--- config.mk ---
export PLATFORM = sky130hd
export DESIGN_NAME = sprite_read_arbiter
export DESIGN_NICKNAME = d
export VERILOG_FILES = /design/src/rtl/sprite_read_arbiter.sv
export SDC_FILE = /design/constraint.sdc
export NUM_CORES = 1
export LEC_CHECK = 0
export CELL_PAD_IN_SITES_DETAIL_PLACEMENT = 0
export CELL_PAD_IN_SITES_GLOBAL_PLACEMENT = 1
export CORE_MARGIN = 2
export CORE_UTILIZATION = 22
export CTS_CLUSTER_DIAMETER = 200
export DETAILED_ROUTE_END_ITERATION = 12
export GPL_ROUTABILITY_DRIVEN = 0
export PLACE_DENSITY = 0.73
export SLEW_MARGIN = 20
export SYNTH_ARGS = -nofsm -noshare
export SYNTH_HDL_FRONTEND = slang
export SYNTH_SLANG_ARGS = --single-unit
export TNS_END_PERCENT = 1
--- constraint.sdc ---
create_clock -name clk -period 2.6 [get_ports clk]
set_input_delay 0.52 -clock clk [delete_from_list [all_inputs] [get_ports clk]]
set_output_delay 0.52 -clock clk [all_outputs]
set_load 0.01 [all_outputs]
--- src/rtl/sprite_read_arbiter.sv ---
// Round-robin arbiter sharing one fixed-latency sprite ROM reader among N_REQ requesters.
// Latency: gnt same cycle as req, rd_x/rd_y next cycle, response 1+READ_LATENCY cycles after grant.
// Backpressure: none; one grant and one response per cycle, requesters hold req until granted.
module sprite_read_arbiter #(
    parameter int N_REQ        = 4,
    parameter int WIDTH        = 52,
    parameter int HEIGHT       = 52,
    parameter int READ_LATENCY = 2
) (
    input  logic                     clk,
    input  logic                     rst_n,
    input  logic [N_REQ-1:0]         req,
    input  logic [N_REQ*10-1:0]      req_x,
    input  logic [N_REQ*9-1:0]       req_y,
    output logic [N_REQ-1:0]         gnt,
    output logic [9:0]               rd_x,
    output logic [8:0]               rd_y,
    input  logic [15:0]              rd_pixel,
    output logic [N_REQ-1:0]         rsp_valid,
    output logic [$clog2(N_REQ)-1:0] rsp_id,
    output logic [15:0]              rsp_pixel,
    output logic                     rsp_oob
);
    localparam int IDW   = $clog2(N_REQ);
    localparam int DEPTH = 1 + READ_LATENCY;

    typedef struct packed {
        logic           vld;
        logic [IDW-1:0] id;
        logic           oob;
    } tag_t;

    logic [IDW-1:0] ptr_q, ptr_d;
    logic [9:0]     rd_x_q, rd_x_d;
    logic [8:0]     rd_y_q, rd_y_d;
    tag_t           tag_q [DEPTH];
    tag_t           tag_d [DEPTH];
    tag_t           last;

    logic           win_vld;
    logic [IDW-1:0] win_id;
    logic [9:0]     win_x;
    logic [8:0]     win_y;
    logic           win_oob;

    // Scan requesters starting at ptr, wrapping, first asserted req wins.
    always_comb begin
        int             idx;
        logic [IDW-1:0] cand;
        win_vld = 1'b0;
        win_id  = '0;
        idx     = 0;
        cand    = '0;
        for (int k = 0; k < N_REQ; k++) begin
            idx = int'(ptr_q) + k;
            if (idx >= N_REQ) idx = idx - N_REQ;
            cand = IDW'(idx);
            if (!win_vld && req[cand]) begin
                win_vld = 1'b1;
                win_id  = cand;
            end
        end
    end

    always_comb begin
        win_x = '0;
        win_y = '0;
        for (int k = 0; k < N_REQ; k++) begin
            if (win_id == IDW'(k)) begin
                win_x = req_x[k*10 +: 10];
                win_y = req_y[k*9 +: 9];
            end
        end
        win_oob = (int'(win_x) >= WIDTH) || (int'(win_y) >= HEIGHT);
    end

    always_comb begin
        ptr_d  = ptr_q;
        rd_x_d = rd_x_q;
        rd_y_d = rd_y_q;
        tag_d[0] = '0;
        for (int s = 1; s < DEPTH; s++) tag_d[s] = tag_q[s-1];
        if (win_vld) begin
            ptr_d  = (int'(win_id) == N_REQ - 1) ? '0 : win_id + IDW'(1);
            // Out-of-bounds reads park the ROM address at the origin.
            rd_x_d = win_oob ? '0 : win_x;
            rd_y_d = win_oob ? '0 : win_y;
            tag_d[0].vld = 1'b1;
            tag_d[0].id  = win_id;
            tag_d[0].oob = win_oob;
        end
    end

    always_ff @(posedge clk or negedge rst_n) begin
        if (!rst_n) begin
            ptr_q  <= '0;
            rd_x_q <= '0;
            rd_y_q <= '0;
            for (int s = 0; s < DEPTH; s++) tag_q[s] <= '0;
        end else begin
            ptr_q  <= ptr_d;
            rd_x_q <= rd_x_d;
            rd_y_q <= rd_y_d;
            for (int s = 0; s < DEPTH; s++) tag_q[s] <= tag_d[s];
        end
    end

    assign last = tag_q[DEPTH-1];

    always_comb begin
        gnt = '0;
        if (rst_n && win_vld) gnt[win_id] = 1'b1;
        rsp_valid = '0;
        if (last.vld) rsp_valid[last.id] = 1'b1;
    end

    assign rsp_id    = last.vld ? last.id : '0;
    assign rsp_oob   = last.vld & last.oob;
    assign rsp_pixel = (last.vld && !last.oob) ? rd_pixel : 16'h0000;
    assign rd_x      = rd_x_q;
    assign rd_y      = rd_y_q;
endmodule

==> results of run 1 <==
stage by stage:
stage / total power, W / TNS, ns / worst slack, ns / std cells
CTS: 0.00380 / -0.603 / -0.0674 / 553
global placement: 0.00284 / -10.60 / -0.675 / 527
floorplan: 0.00183 / 0 / 0.00708 / 232
detailed placement: 0.00287 / -10.80 / -0.701 / 527
finish: 0.00400 / -0.622 / -0.0868 / 554
global route: 0.00426 / -1.80 / -0.173 / 554
logic make-up (layout without fill, tap and decap cells):
family	after synthesis	in the layout	share of synthesized area, %
fa+ha+maj	4	4	2.36
buf+inv	18	210	3.96
simple gates	118	119	28.6
compound gates	54	54	23.8
flops	33	33	39.0
mux	5	5	2.36
layout by cell type (no fill, tap or decap), types with 3 or more instances in the layout:
master | synthesis | final
nor2_1 | 15 | 12
nor2_2 | 1 | 3
o22ai_4 | 2 | 3
clkdlybuf4s50_1 | 0 | 134
nand2_2 | 0 | 3
nor2b_1 | 3 | 3
dlygate4sd2_1 | 0 | 3
nand2_1 | 45 | 42
inv_2 | 2 | 3
nor3_1 | 3 | 3
ha_4 | 0 | 4
clkdlybuf4s15_2 | 0 | 3
o21ai_1 | 0 | 5
buf_12 | 0 | 3
o22ai_2 | 3 | 3
a21oi_1 | 6 | 3
dfrtp_1 | 33 | 31
nand4_1 | 3 | 3
mux2i_1 | 5 | 4
o221a_2 | 5 | 3
o211a_1 | 3 | 3
a31o_1 | 4 | 4
buf_6 | 1 | 9
buf_4 | 1 | 40
o211ai_1 | 4 | 4
nand2b_4 | 0 | 3
and3_1 | 4 | 3
clkbuf_8 | 0 | 6
and2_1 | 30 | 30
cell type report:
cell class                 count  share of cell area (%)
sequential                    33                    18.2
timing repair buffer         197                    42.5
multi-input combinational    182                    32.7
clock buffer                   7                    1.90
clock inverter                 1                   0.662
inverter                       5                   0.469
tap                          129                    3.56
power by group through the flow:
| stage | sequential, W | combinational (W) | clock [W] |
|---|---|---|---|
| floorplan | 0.000701 | 0.00113 | 0 |
| global placement | 0.000699 | 0.00215 | 0 |
| detailed placement | 0.000705 | 0.00216 | 0 |
| CTS | 0.000712 | 0.00259 | 0.000495 |
| global route | 0.000733 | 0.00300 | 0.000529 |
| finish | 0.000718 | 0.00279 | 0.000484 |
metal layers:
layer	share of wire, %	track usage [%]	vias to the layer above	wire length [um]
li1	-	-	1204	-
met1	39	16.9	1087	3070
met2	50	26.0	133	3940
met3	9.3	3.76	12	737
met4	1.6	4.10	0	129
met5	0	0	-	0
registers in the layout (all words and copies together) (netlist names):
signal and count:
rd_x 10, rd_y 9, tag_d 8, last 4, ptr_q 2
worst max-delay path by stage:
stage / start / to / slack (ns) / cells after the start
2_1_floorplan: req[3] / rd_x[4]$_DFFE_PN0P_ / 0.007 / 13
3_3_place_gp: req[3] / rd_y[1]$_DFFE_PN0P_ / -0.67 / 11
3_5_place_dp: req[3] / rd_y[1]$_DFFE_PN0P_ / -0.70 / 11
4_1_cts: ptr_q[1]$_DFFE_PN0P_ / rd_y[5]$_DFFE_PN0P_ / -0.07 / 13
5_1_grt: ptr_q[1]$_DFFE_PN0P_ / rd_y[2]$_DFFE_PN0P_ / -0.17 / 11
6_report: req[3] / rd_y[2]$_DFFE_PN0P_ / -0.09 / 13
repair_timing:
action,in CTS,in global routing
setup buffers,16,1
resized for setup,63,28
setup endpoints to repair,17,16
cloned,2,1
pin swaps,30,27
==> run_results.csv, run 1 <==
group,metric,value,unit
setup_path,arrival,2.87,ns
setup_path,slowest_delay,0.28,ns
synthesis,synth_ff_type,"dfrtp_1",
placed_design,hpwl,6.06,mm
setup_path,crit_family,"compound AO/OA/AOI/OAI gates",
pwr,leakage,1.86,nW
cells_and_area,n_antenna_cell,0,
pwr,netSwitchingPower,0.00147,W
detailed_routing,detail-route-antenna-nets,0,
cells_and_area,fillers,860,
pwr,p_int,0.00252,W
synthesis,syn_nets,334,
detailed_routing,vias,2436,
pwr,swShare,36.8,%
synthesis,netlist_area,2120,sq um
cells_and_area,regArea,828,sq um
cells_and_area,nets,526,
grt,grt_pass1_wl,11.9,mm
setup_path,ff2ff_path_depth,12,
timing,hold_viol_final,0,
grt,grt_antenna_before_repair,0,
detailed_routing,wirelength,7.88,mm
clocking,cts_max_level,2,
grt,grt_max_degree,34,
cells_and_area,design_area,4540,sq um
synthesis,yosysWarnings,0,
detailed_routing,dr.pass1.iters,4,
grt,grt_pass1_vias,2530,
clocking,clock-sinks,33,
synthesis,synthCells,232,
die,core-area,9280,sq um
setup_path,critPathKind,"in -> reg",
clocking,cts_tree,"done",
synthesis,synthTopCellsByArea,"dfrtp_1 39%, and2_1 8.9%, nand2_1 8.0%",
timing,finalSetupViolCount,13,
min_path,worst_hold_path_type,"in -> async",
setup_path,crit_required,2.78,ns
synthesis,yosysMostFrequentCell,"nand2_1",
placed_design,post_dp_cell_area,3950,sq um
outcome,violations,"setup timing",
detailed_routing,drc,0,
pwr,power_density,880,nW/um^2
grt,overflow,0,
clocking,ctsHoldBuffers,0,
synthesis,synth.cells.most_frequent,"45 x nand2_1, 33 x dfrtp_1, 30 x and2_1",
timing,setup_slack,-0.0868,ns
cells_and_area,post-route-util,48.9,%
die,initial_utilization,22.8,%
clocking,cts_buffers,5,
pwr,pwr-share-comb,69.9,%
setup_path,critPathMaxFanout,5,
timing,fin_skew,0.00389,ns
synthesis,synth_top_area_share,39.0,%
timing,worstMarginPinSlew,0.402,ns
detailed_routing,post_drt_wl_per_cell,14.2,um
die,die_area,10400,sq um
pwr,ir_drop,0.000378,V
setup_path,r2r-start,"ptr_q[1]$_DFFE_PN0P_",
die,die_x,102,um
synthesis,syn_avg_cell_area,9.14,sq um
die,die_h,102,um
timing,finalHoldWorstSlack,0.349,ns
die,io_pins,144,
synthesis,synth-seq-cells,33,
job,drv_cap,0,
setup_path,rrSetupSlack,-0.08,ns
setup_path,crit_path_end_kind,"register",
timing,rsz0062_at_grt,"true",
clocking,cts_root_buf,"clkbuf_8",
cells_and_area,syn_to_final_growth,114,%
detailed_routing,viasPerCell,4.40,
die,row_count,35,
synthesis,synth-edff-count,0,
setup_path,crit_chain,"clkdlybuf4s15_2 > nand2b_4 > a211oi_4 > nor2_2 > inv_2 > ha_4 > buf_12 > nand3b_1 > o2111ai_2 > o221a_4 > a31oi_4 > nand3_4 > o41ai_4",
placed_design,io_buffer_count,143,
timing,fin_crit_sh,103,%
timing,drv_slew,0,
cells_and_area,drive_above_1_share,28.9,%
timing,finalCriticalPeriod,2.69,ns
synthesis,synth_largest_area_cell,"dfrtp_1",
synthesis,ys_types,48,
setup_path,cp_num_buf_inv,3,
setup_path,cpMaxStageDelayCell,"a211oi_4",
setup_path,r2r-end,"rd_y[2]$_DFFE_PN0P_",
pwr,clkPwrFrac,12.1,%
timing,fmax,0.372,GHz
outcome,outcome,"complete, but fails checks",
clocking,cts_buffer_depth,2,
detailed_routing,drt-initial-drc-count,89,
cells_and_area,multi_input_area,1480,sq um
timing,slew-limit-headroom,73.2,%
clocking,clk_pin_slew,0.07,ns
synthesis,ys_seq_area_share,39.0,%
setup_path,cp-start-kind,"input port",
grt,track_usage,14.4,%
pwr,p_seq_share,18.0,%
synthesis,postSynth.asyncResetShare,100,%
clocking,clock_latency,0.28,ns
Note: power is estimated with default switching activity, not from simulation.
==> inputs of run 2 (changes only) <==
==> constraint.sdc (replaced) <==
create_clock -name clk -period 2.6 [get_ports clk]
set_input_delay 0.52 -clock clk [delete_from_list [all_inputs] [get_ports clk]]
set_output_delay 0.52 -clock clk [all_outputs]
set_load 0.005 [all_outputs]
==> run 2 against run 1 <==
Compared with the run above:
- the flow still finishes with violations (setup timing)
- global-route usage down 0.77 points
- die area unchanged
- largest power group unchanged
- highest routed layer unchanged
- critical endpoint is now rd_y[5]$_DFFE_PN0P_
- worst hold slack worse by 0.0039 ns
- clock power down 21%
- cell area down 4.5%
==> run_results.csv, run 2 (synthesis gave the netlist of run 1 again) <==
group,metric,value,unit
detailed_routing,dr.pass1.iters,4,
grt,grt_pass1_wl,11.2,mm
clocking,clock-sinks,33,
timing,fin_crit_sh,103,%
timing,hold_viol_final,0,
grt,overflow,0,
detailed_routing,post_drt_wl_per_cell,13.8,um
clocking,cts_root_buf,"clkbuf_8",
clocking,ctsHoldBuffers,0,
cells_and_area,largest_register_ffs,10,
timing,setup_slack,-0.0887,ns
timing,drv_slew,0,
placed_design,io_buffer_count,143,
pwr,swShare,37.1,%
cells_and_area,syn_to_final_growth,105,%
setup_path,critPathKind,"in -> reg",
cells_and_area,post-route-util,46.7,%
detailed_routing,detail-route-antenna-nets,0,
die,io_pins,144,
grt,grt_pass1_vias,2401,
pwr,pwr-share-comb,69.5,%
setup_path,critPathMostFrequentCell,"buf_4",
placed_design,hpwl,6.08,mm
cells_and_area,n_antenna_cell,0,
cells_and_area,final_common_cell,"clkdlybuf4s50_1",
timing,fin_skew,0.00581,ns
setup_path,cpMaxStageDelayCell,"clkdlybuf4s15_1",
cells_and_area,drive_above_1_share,25.6,%
detailed_routing,wirelength,7.51,mm
setup_path,cp-start-kind,"input port",
grt,track_usage,13.7,%
grt,grt_max_degree,34,
outcome,outcome,"complete, but fails checks",
clocking,cts_max_level,2,
pwr,power_density,822,nW/um^2
die,die_area,10400,sq um
pwr,p_seq_share,19.8,%
setup_path,critPathMaxFanout,14,
placed_design,post-place-ws,-0.715,ns
detailed_routing,drc,0,
detailed_routing,viasPerCell,4.35,
die,initial_utilization,22.8,%
setup_path,crit_required,2.77,ns
timing,fmax,0.372,GHz
setup_path,arrival,2.86,ns
pwr,ir_drop,0.000313,V
timing,rsz0062_at_grt,"true",
pwr,clkPwrFrac,10.7,%
pwr,p_int,0.00224,W
die,die_h,102,um
die,die_x,102,um
clocking,cts_buffers,5,
pwr,netSwitchingPower,0.00132,W
clocking,clock_latency,0.27,ns
job,drv_cap,0,
cells_and_area,nets,516,
setup_path,crit_chain,"clkdlybuf4s15_1 > nand2_1 > nor2_2 > a211oi_4 > buf_4 > ha_4 > buf_12 > buf_4 > o211a_4 > o22ai_2 > a32oi_4 > and3_4 > a31o_1",
die,row_count,35,
setup_path,slowest_delay,0.30,ns
pwr,p_total,0.00356,W
clocking,clk_pin_slew,0.07,ns
clocking,cts_buffer_depth,2,
pwr,leakage,1.80,nW
min_path,worst_hold_path_type,"reg -> reg",
clocking,cts_tree,"done",
detailed_routing,vias,2361,
timing,finalSetupViolCount,11,
cells_and_area,fillers,894,
detailed_routing,drt-initial-drc-count,102,
timing,finalCriticalPeriod,2.69,ns
cells_and_area,final_cell_mix,"134 x clkdlybuf4s50_1, 45 x nand2_1, 39 x buf_4",
setup_path,crit_path_end_kind,"register",
grt,grt_antenna_before_repair,0,
die,core-area,9280,sq um
timing,finalHoldWorstSlack,0.345,ns
timing,worstMarginPinSlew,0.400,ns
outcome,violations,"setup timing",
timing,slew-limit-headroom,73.3,%
run 2: timing repair:
| item | CTS | global route |
|---|---|---|
| endpoints found under the setup margin | 17 | 17 |
| pin swaps | 7 | 20 |
| gates resized for setup | 23 | 42 |
| buffers inserted | 3 | 8 |
| gates cloned | 0 | 1 |
run 2: area by class of cell:
class	instances	area [sq um]	area share, %
tap	129	161	3.72
inverter	5	26.3	0.606
clock buffer	6	82.6	1.90
timing repair buffer	187	1790	41.3
sequential	33	828	19.1
multi-input combinational	182	1440	33.2
clock inverter	1	7.51	0.173
run 2: through the flow:
step | area, sq um | TNS, ns | cells
floorplan | 2130 | 0 | 232
global placement | 3940 | -10.13 | 525
detailed placement | 3940 | -10.85 | 525
CTS | 4120 | -2.60 | 535
global route | 4340 | -1.87 | 543
finish | 4340 | -0.634 | 543
run 2: worst paths after layout:
check	end	from	slack [ns]	cells past startpoint
min in group asynchronous	last[3]$_DFF_PN0_	rst_n	0.36	2
max in group asynchronous	ptr_q[0]$_DFFE_PN0P_	rst_n	1.93	2
min reg2reg	last[0]$_DFF_PN0_	tag_d[0]$_DFF_PN0_	0.34	0
max reg2reg	rd_y[2]$_DFFE_PN0P_	ptr_q[0]$_DFFE_PN0P_	-0.08	11
min	last[0]$_DFF_PN0_	tag_d[0]$_DFF_PN0_	0.34	0
max	rd_y[5]$_DFFE_PN0P_	req[2]	-0.09	13
run 2: power groups by stage:
stage	Combinational [W]	Sequential, W	Clock (W)
2_1_floorplan	0.00108	0.000687	0
3_3_place_gp	0.00207	0.000698	0
3_5_place_dp	0.00209	0.000703	0
4_1_cts	0.00219	0.000700	0.000392
5_1_grt	0.00268	0.000723	0.000415
6_report	0.00248	0.000707	0.000382
run 2: critical path: cells and delay by family:
kind | cells | cell delay [ns]
buf+inv | 4 | 0.74
fa+ha+maj | 1 | 0.16
simple gates | 3 | 0.51
compound gates | 5 | 0.90
run 2: layer usage:
layer,share of wire [%],track usage (%)
met4,0.40,3.38
met5,0,0
met3,8.5,3.42
met1,40,16.2
met2,51,24.7
